## src/rtl/key_led_pkg.sv

```systemverilog
// key_led_pkg: shared types and constants for the key/LED scheduler.
// Holds the FSM state type, pattern mode codes and the round-robin
// successor helper used by the arbiter.
package key_led_pkg;

  localparam int NUM_KEYS = 3;
  localparam int STEP_W   = 4;

  localparam logic [1:0] MODE_WALK  = 2'd0;
  localparam logic [1:0] MODE_BLINK = 2'd1;
  localparam logic [1:0] MODE_COUNT = 2'd2;

  typedef enum logic [0:0] {
    IDLE = 1'b0,
    RUN  = 1'b1
  } state_t;

  // Next key index in round-robin order (0 -> 1 -> 2 -> 0).
  function automatic logic [1:0] next_key(input logic [1:0] k);
    logic [1:0] n;
    case (k)
      2'd0:    n = 2'd1;
      2'd1:    n = 2'd2;
      default: n = 2'd0;
    endcase
    return n;
  endfunction

endpackage

```

## src/rtl/led_pattern_rom.sv

```systemverilog
// led_pattern_rom: combinational LED pattern lookup from (mode, step).
// Walk = rotating single bit, blink = all-on/all-off, count = step value.
module led_pattern_rom
  import key_led_pkg::*;
(
  input  logic [1:0]        mode,
  input  logic [STEP_W-1:0] step,
  output logic [3:0]        pattern
);

  // Select the LED pattern for the requested mode and step.
  always_comb begin
    pattern = 4'b0000;
    case (mode)
      MODE_WALK:  pattern = 4'b0001 << step[1:0];
      MODE_BLINK: pattern = step[0] ? 4'b0000 : 4'b1111;
      MODE_COUNT: pattern = step[3:0];
      default:    pattern = 4'b0000;
    endcase
  end

endmodule

```

## src/rtl/key_led_sched.sv

```systemverilog
// key_led_sched: round-robin scheduler sharing a 4-bit LED bank between
// three debounced keys. Each press queues one pattern run; a granted run
// lasts NUM_STEPS steps of STEP_CYCLES clocks each.
// Optional build macro KEY_LED_SCHED_CANCEL_EN: a press of the running
// key aborts the run instead of queuing a replay.
module key_led_sched
  import key_led_pkg::*;
#(
  parameter int STEP_CYCLES = 25_000_000,
  parameter int NUM_STEPS   = 8,
  parameter int CNT_W       = 25
) (
  input  logic       clk,
  input  logic       rst,
  input  logic [2:0] key_pulse,
  output logic [3:0] led_out,
  output logic       busy,
  output logic [1:0] grant_id,
  output logic [2:0] pending
);

  localparam logic [CNT_W-1:0]  TICK_LAST = CNT_W'(STEP_CYCLES - 1);
  localparam logic [STEP_W-1:0] STEP_LAST = STEP_W'(NUM_STEPS - 1);

  state_t             state;
  logic [CNT_W-1:0]   tick;
  logic [STEP_W-1:0]  step;
  logic [1:0]         last_grant;

  logic [1:0]         win;
  logic [3:0]         pend_ext;
  logic [3:0]         pulse_ext;
  logic [1:0]         cand1;
  logic [1:0]         cand2;
  logic [1:0]         cand3;
  logic               tick_last;
  logic               step_last;
  logic               cancel_hit;
  logic [2:0]         set_mask;
  logic [2:0]         clear_mask;
  logic [1:0]         rom_mode;
  logic [STEP_W-1:0]  rom_step;
  logic [3:0]         rom_pattern;

  assign pend_ext  = {1'b0, pending};
  assign pulse_ext = {1'b0, key_pulse};
  assign tick_last = (tick == TICK_LAST);
  assign step_last = (step == STEP_LAST);

  // Round-robin pick: first pending key after the last granted one.
  always_comb begin
    cand1 = next_key(last_grant);
    cand2 = next_key(cand1);
    cand3 = next_key(cand2);
    if (pend_ext[cand1]) begin
      win = cand1;
    end else if (pend_ext[cand2]) begin
      win = cand2;
    end else begin
      win = cand3;
    end
  end

  // Cancel detection and request set/clear masks; set beats clear.
  always_comb begin
    set_mask   = key_pulse;
    cancel_hit = 1'b0;
`ifdef KEY_LED_SCHED_CANCEL_EN
    if ((state == RUN) && pulse_ext[grant_id]) begin
      cancel_hit = 1'b1;
      set_mask   = key_pulse & ~(3'b001 << grant_id);
    end else begin
      cancel_hit = 1'b0;
    end
`endif
    if ((state == IDLE) && (pending != 3'b000)) begin
      clear_mask = 3'b001 << win;
    end else begin
      clear_mask = 3'b000;
    end
  end

  // Pattern lookup: first step of the winner when granting, next step when running.
  always_comb begin
    if (state == IDLE) begin
      rom_mode = win;
      rom_step = 4'd0;
    end else begin
      rom_mode = grant_id;
      rom_step = step + 4'd1;
    end
  end

  led_pattern_rom u_rom (
    .mode    (rom_mode),
    .step    (rom_step),
    .pattern (rom_pattern)
  );

  // Request flags: clear on grant, set on press.
  always_ff @(posedge clk) begin
    if (rst) begin
      pending <= 3'b000;
    end else begin
      pending <= (pending & ~clear_mask) | set_mask;
    end
  end

  // Sequencer FSM with step/tick counters and registered LED outputs.
  always_ff @(posedge clk) begin
    if (rst) begin
      state      <= IDLE;
      tick       <= '0;
      step       <= 4'd0;
      last_grant <= 2'd2;
      grant_id   <= 2'd0;
      led_out    <= 4'b0000;
      busy       <= 1'b0;
    end else begin
      case (state)
        IDLE: begin
          if (pending != 3'b000) begin
            state      <= RUN;
            grant_id   <= win;
            last_grant <= win;
            step       <= 4'd0;
            tick       <= '0;
            led_out    <= rom_pattern;
            busy       <= 1'b1;
          end else begin
            led_out  <= 4'b0000;
            busy     <= 1'b0;
            grant_id <= 2'd0;
          end
        end
        RUN: begin
          if (cancel_hit) begin
            state    <= IDLE;
            tick     <= '0;
            step     <= 4'd0;
            grant_id <= 2'd0;
            led_out  <= 4'b0000;
            busy     <= 1'b0;
          end else if (tick_last) begin
            tick <= '0;
            if (step_last) begin
              state    <= IDLE;
              step     <= 4'd0;
              grant_id <= 2'd0;
              led_out  <= 4'b0000;
              busy     <= 1'b0;
            end else begin
              step    <= step + 4'd1;
              led_out <= rom_pattern;
            end
          end else begin
            tick <= tick + CNT_W'(1);
          end
        end
        default: begin
          state    <= IDLE;
          tick     <= '0;
          step     <= 4'd0;
          grant_id <= 2'd0;
          led_out  <= 4'b0000;
          busy     <= 1'b0;
        end
      endcase
    end
  end

endmodule
```

## config.mk

```make
export PLATFORM = sky130hd
export DESIGN_NAME = key_led_sched
export DESIGN_NICKNAME = d
export VERILOG_FILES = /design/src/rtl/key_led_pkg.sv /design/src/rtl/led_pattern_rom.sv /design/src/rtl/key_led_sched.sv
export SDC_FILE = /design/constraint.sdc
export NUM_CORES = 1
export LEC_CHECK = 0
export CORE_UTILIZATION = 55
export DETAILED_ROUTE_END_ITERATION = 10
export PLACE_DENSITY_LB_ADDON = 0.3
export SYNTH_ARGS = -nofsm -noshare
export SYNTH_HDL_FRONTEND = slang
export SYNTH_HIERARCHICAL = 1
export SYNTH_SLANG_ARGS = --single-unit
```

## constraint.sdc

```tcl
create_clock -name clk -period 3.5 [get_ports clk]
set_input_delay 0.35 -clock clk [delete_from_list [all_inputs] [get_ports clk]]
set_output_delay 0.35 -clock clk [all_outputs]
set_load 0.05 [all_outputs]
```

==> qor.log <==
[sta] worst-case clock skew 0.007352 ns
[clocking] post-CTS sizing 0
[sta] final cycle utilization of the critical path 67.31%
[clocking] Setup Buffers After CTS 0
[clocking] CTS Buffer Depth 2
[power_and_ir_drop] switching power 0.3086 mW
[detailed_routing] routed via count 2032
[yosys] sequential element share of the synthesized area 38.27%
[die] Starting Density 58.69%
[sta] hold violation count in the final report 0
[detailed_routing] DRC Markers 0
[clocking] hold buffers post-CTS 0
[sta] total count of max-transition violations in the final report 0
[yosys] warnings from Yosys 6
[power_and_ir_drop] part of the total power dissipated in sequential elements 47.8%
[clocking] clock insertion delay at the later pin of the skew report 0.30 ns
[die] area of the placeable core 3744 µm²
[yosys] asr flop ratio synth 0%
[power_and_ir_drop] areal power density over the cells 435.8 nW/µm²
[setup_path] kind of cell adding the most delay to the critical path simple AND/OR/NAND/NOR gates
[sta] RSZ-0062 raised after global routing no
[sta] sum of negative setup slack 0 ns
[sta] setup-violating endpoint count in the final report 0
[sta] relative slew slack 50.44%
[setup_path] most used cell along the critical path sky130_fd_sc_hd__nand3_1
[setup_path] startpoint class of the critical path flop
[setup_path] endpoint class of the critical path flop
[global_route] combined global-route utilization of all metal layers 23.91%
[layout] filler cell count 346
[placed_design] half-perimeter wire length after detailed placement 3185 µm
[layout] diodes inserted 0
[power_and_ir_drop] clock power share 34.9%
[setup_path] CP max FO 6
[detailed_routing] number of nets still failing antenna checks after routing 0
[die] # rows 22
[die] Die W 65.21 µm
[die] I/O Pins 15
[layout] leading cell type in the layout, fill and taps excluded sky130_fd_sc_hd__dfxtp_1
[clocking] Clock Pin Slew Worst Setup and Hold Paths 0.08 ns
[yosys] cell count after synthesis 278
[setup_path] largest stage delay on the critical path 0.65 ns
[detailed_routing] number of detailed-routing iterations run before antenna repair 4
[setup_path] WS Path Type flop to flop
[setup_path] cell type of the slowest stage on the worst timing path sky130_fd_sc_hd__nor3_1
[layout] Area growth syn-to-layout 12.98%
[sta] post-layout minimum cycle time 2.356 ns
[yosys] flip-flop and latch count after synthesis 42
[layout] share of post-route cells with drive strength above 1 7.560%
[global_route] pin count of the biggest net entering global routing 30
[setup_path] data arrival time at the worst-slack endpoint 2.58 ns
[layout] Net count, final 297
[flow_run] number of maximum-capacitance constraint violations 0
[global_route] global-route wire length before repair 7990 µm
[die] full die area 4252 µm²
[placed_design] weighted congestion at the end of routability-driven global placement 0.8590
[power_and_ir_drop] Static Leakage 0.8614 nW
[sta] top achievable clock speed 424.5 MHz
[setup_path] Buf+Inv Stages, Crit Path 0
[power_and_ir_drop] combinational share of power 17.3%
[placed_design] Port-buffer cells 14
[power_and_ir_drop] Power Internal 0.7733 mW
[yosys] area of the mapped netlist 2197 µm²
[clocking] Root Driver sky130_fd_sc_hd__clkbuf_8
[yosys] flip-flop cell with the highest count after synthesis sky130_fd_sc_hd__dfxtp_1
[yosys] Distinct cells, synth 44
[detailed_routing] average via count per standard cell 5.994
[power_and_ir_drop] Max rail drop VDD 297.5 µV
[detailed_routing] detailed-route wire length per cell 13.60 µm
[layout] final instance area 2482 µm²
[die] height of the die 65.21 µm
[sta] slew at the pin with the worst max-slew slack 0.7435 ns
[layout] final cell count without fillers 339
[setup_path] WP data required 3.72 ns
[clocking] CTS tree done
[layout] highest-count cells in the layout ignoring fill and taps sky130_fd_sc_hd__dfxtp_1 (42), sky130_fd_sc_hd__nand2_1 (31), sky130_fd_sc_hd__a21oi_1 (29)
[hold_path] type of the worst min-delay path flop to flop
[global_route] total grt overflow 0
[placed_design] number of instances in the placed design 331
[clocking] Max H-tree Level 2
[placed_design] area post-placement 2374 µm²
[power_and_ir_drop] fraction of power spent switching nets 28.52%
[yosys] count of flip-flops with a built-in enable after synthesis 0
[yosys] average cell area after synthesis 7.903 µm²
[yosys] Synthesized Nets 285
[detailed_routing] number of DRC markers in iteration 0 112
[global_route] number of antenna violations at the first check in global routing 0
[setup_path] sequence of cells on the critical path ha_1 > nand3_1 > nor3_1 > nand3_1 > or4_1 > a31oi_1
[detailed_routing] total wire length after detailed routing 4611 µm
[outcome] result of the run complete, no violations
[layout] Layout Utilization 66.31%
[global_route] via count of the first global-routing pass 1803
[clocking] clk sink count 42
[clocking] number of CTS-inserted buffers 5
-- worst reg2reg max path, stage by stage, from the launching register on --
cell and delay (ns):
sky130_fd_sc_hd__dfxtp_1 0.39, sky130_fd_sc_hd__ha_1 0.22, sky130_fd_sc_hd__nand3_1 0.20, sky130_fd_sc_hd__nor3_1 0.65, sky130_fd_sc_hd__nand3_1 0.21, sky130_fd_sc_hd__or4_1 0.44, sky130_fd_sc_hd__a31oi_1 0.19
-- final timing paths --
| path | endpoint | startpoint | slack, ns | cells after the start |
|---|---|---|---|---|
| hold / removal | led_out[2] | led_out[2] | 0.46 | 2 |
| setup reg to reg | tick[24] | tick[0] | 1.14 | 6 |
| setup / recovery | tick[24] | tick[0] | 1.14 | 6 |
| hold reg to reg | led_out[2] | led_out[2] | 0.46 | 2 |
-- synth_stat cells (5+ instances only) --
cell type,count,share of area [%]
sky130_fd_sc_hd__nand2_1,31,5.3
sky130_fd_sc_hd__nor2_1,21,3.6
sky130_fd_sc_hd__nand4_1,6,1.7
sky130_fd_sc_hd__or3_1,6,1.7
sky130_fd_sc_hd__a21oi_1,29,6.6
sky130_fd_sc_hd__xor2_1,5,2.0
sky130_fd_sc_hd__nand3b_1,7,2.4
sky130_fd_sc_hd__nor3_1,7,1.6
sky130_fd_sc_hd__dfxtp_1,42,38
sky130_fd_sc_hd__a31oi_1,10,2.8
sky130_fd_sc_hd__a21o_1,6,2.0
sky130_fd_sc_hd__clkbuf_1,10,1.7
sky130_fd_sc_hd__nand3_1,22,5.0
sky130_fd_sc_hd__o21ai_0,15,3.4
sky130_fd_sc_hd__inv_1,7,1.2
sky130_fd_sc_hd__or4_1,6,2.0
-- power groups by stage --
stage | clock [mW] | sequential (mW) | combinational, mW
floorplan | 0 | 0.558 | 0.109
global placement | 0 | 0.528 | 0.184
detailed placement | 0 | 0.529 | 0.186
CTS | 0.383 | 0.517 | 0.187
global route | 0.402 | 0.520 | 0.206
finish | 0.377 | 0.517 | 0.187
-- cell type report --
| type | instances | area (µm²) | share of cell area, % |
|---|---|---|---|
| clock buffer | 5 | 68.82 | 2.772 |
| sequential | 42 | 840.8 | 33.87 |
| inverter | 8 | 30.03 | 1.210 |
| multi-input combinational | 216 | 1280 | 51.56 |
| tap | 48 | 60.06 | 2.419 |
| clock inverter | 3 | 40.04 | 1.613 |
| timing repair buffer | 17 | 162.7 | 6.552 |
-- kinds of logic after synthesis --
| logic type | after synthesis | synth area share [%] |
|---|---|---|
| simple gates | 129 | 31.95 |
| compound gates | 75 | 20.56 |
| flops | 42 | 38.27 |
| buf+inv | 20 | 3.759 |
| xor+xnor | 6 | 2.392 |
| mux | 4 | 1.936 |
| fa+ha+maj | 2 | 1.139 |
-- per-stage QoR --
stage	worst slack, ns	power [mW]	hold slack, ns
detailed placement	1.184	0.7144	0.4497
floorplan	1.273	0.6663	0.4392
finish	1.144	1.082	0.4574
CTS	1.182	1.087	0.4621
global placement	1.250	0.7114	0.4449
global route	1.035	1.128	0.4712
-- registers in the layout, summed over array words and instances (netlist names) --
register / flops
tick: 25
led_out: 4
step: 4
pending: 3
grant_id: 2
last_grant: 2
busy: 1
state: 1
-- routing by layer --
metal | part of all wire, % | track usage, % | routed length [µm] | vias to the layer above
li1 | - | - | - | 1036
met1 | 52 | 32.54 | 2388 | 949
met2 | 43 | 37.11 | 1977 | 39
met3 | 3.4 | 4.340 | 159 | 8
met5 | 0 | 0 | 0 | -
met4 | 1.9 | 9.783 | 87 | 0
(Power assumes the default switching activity.)
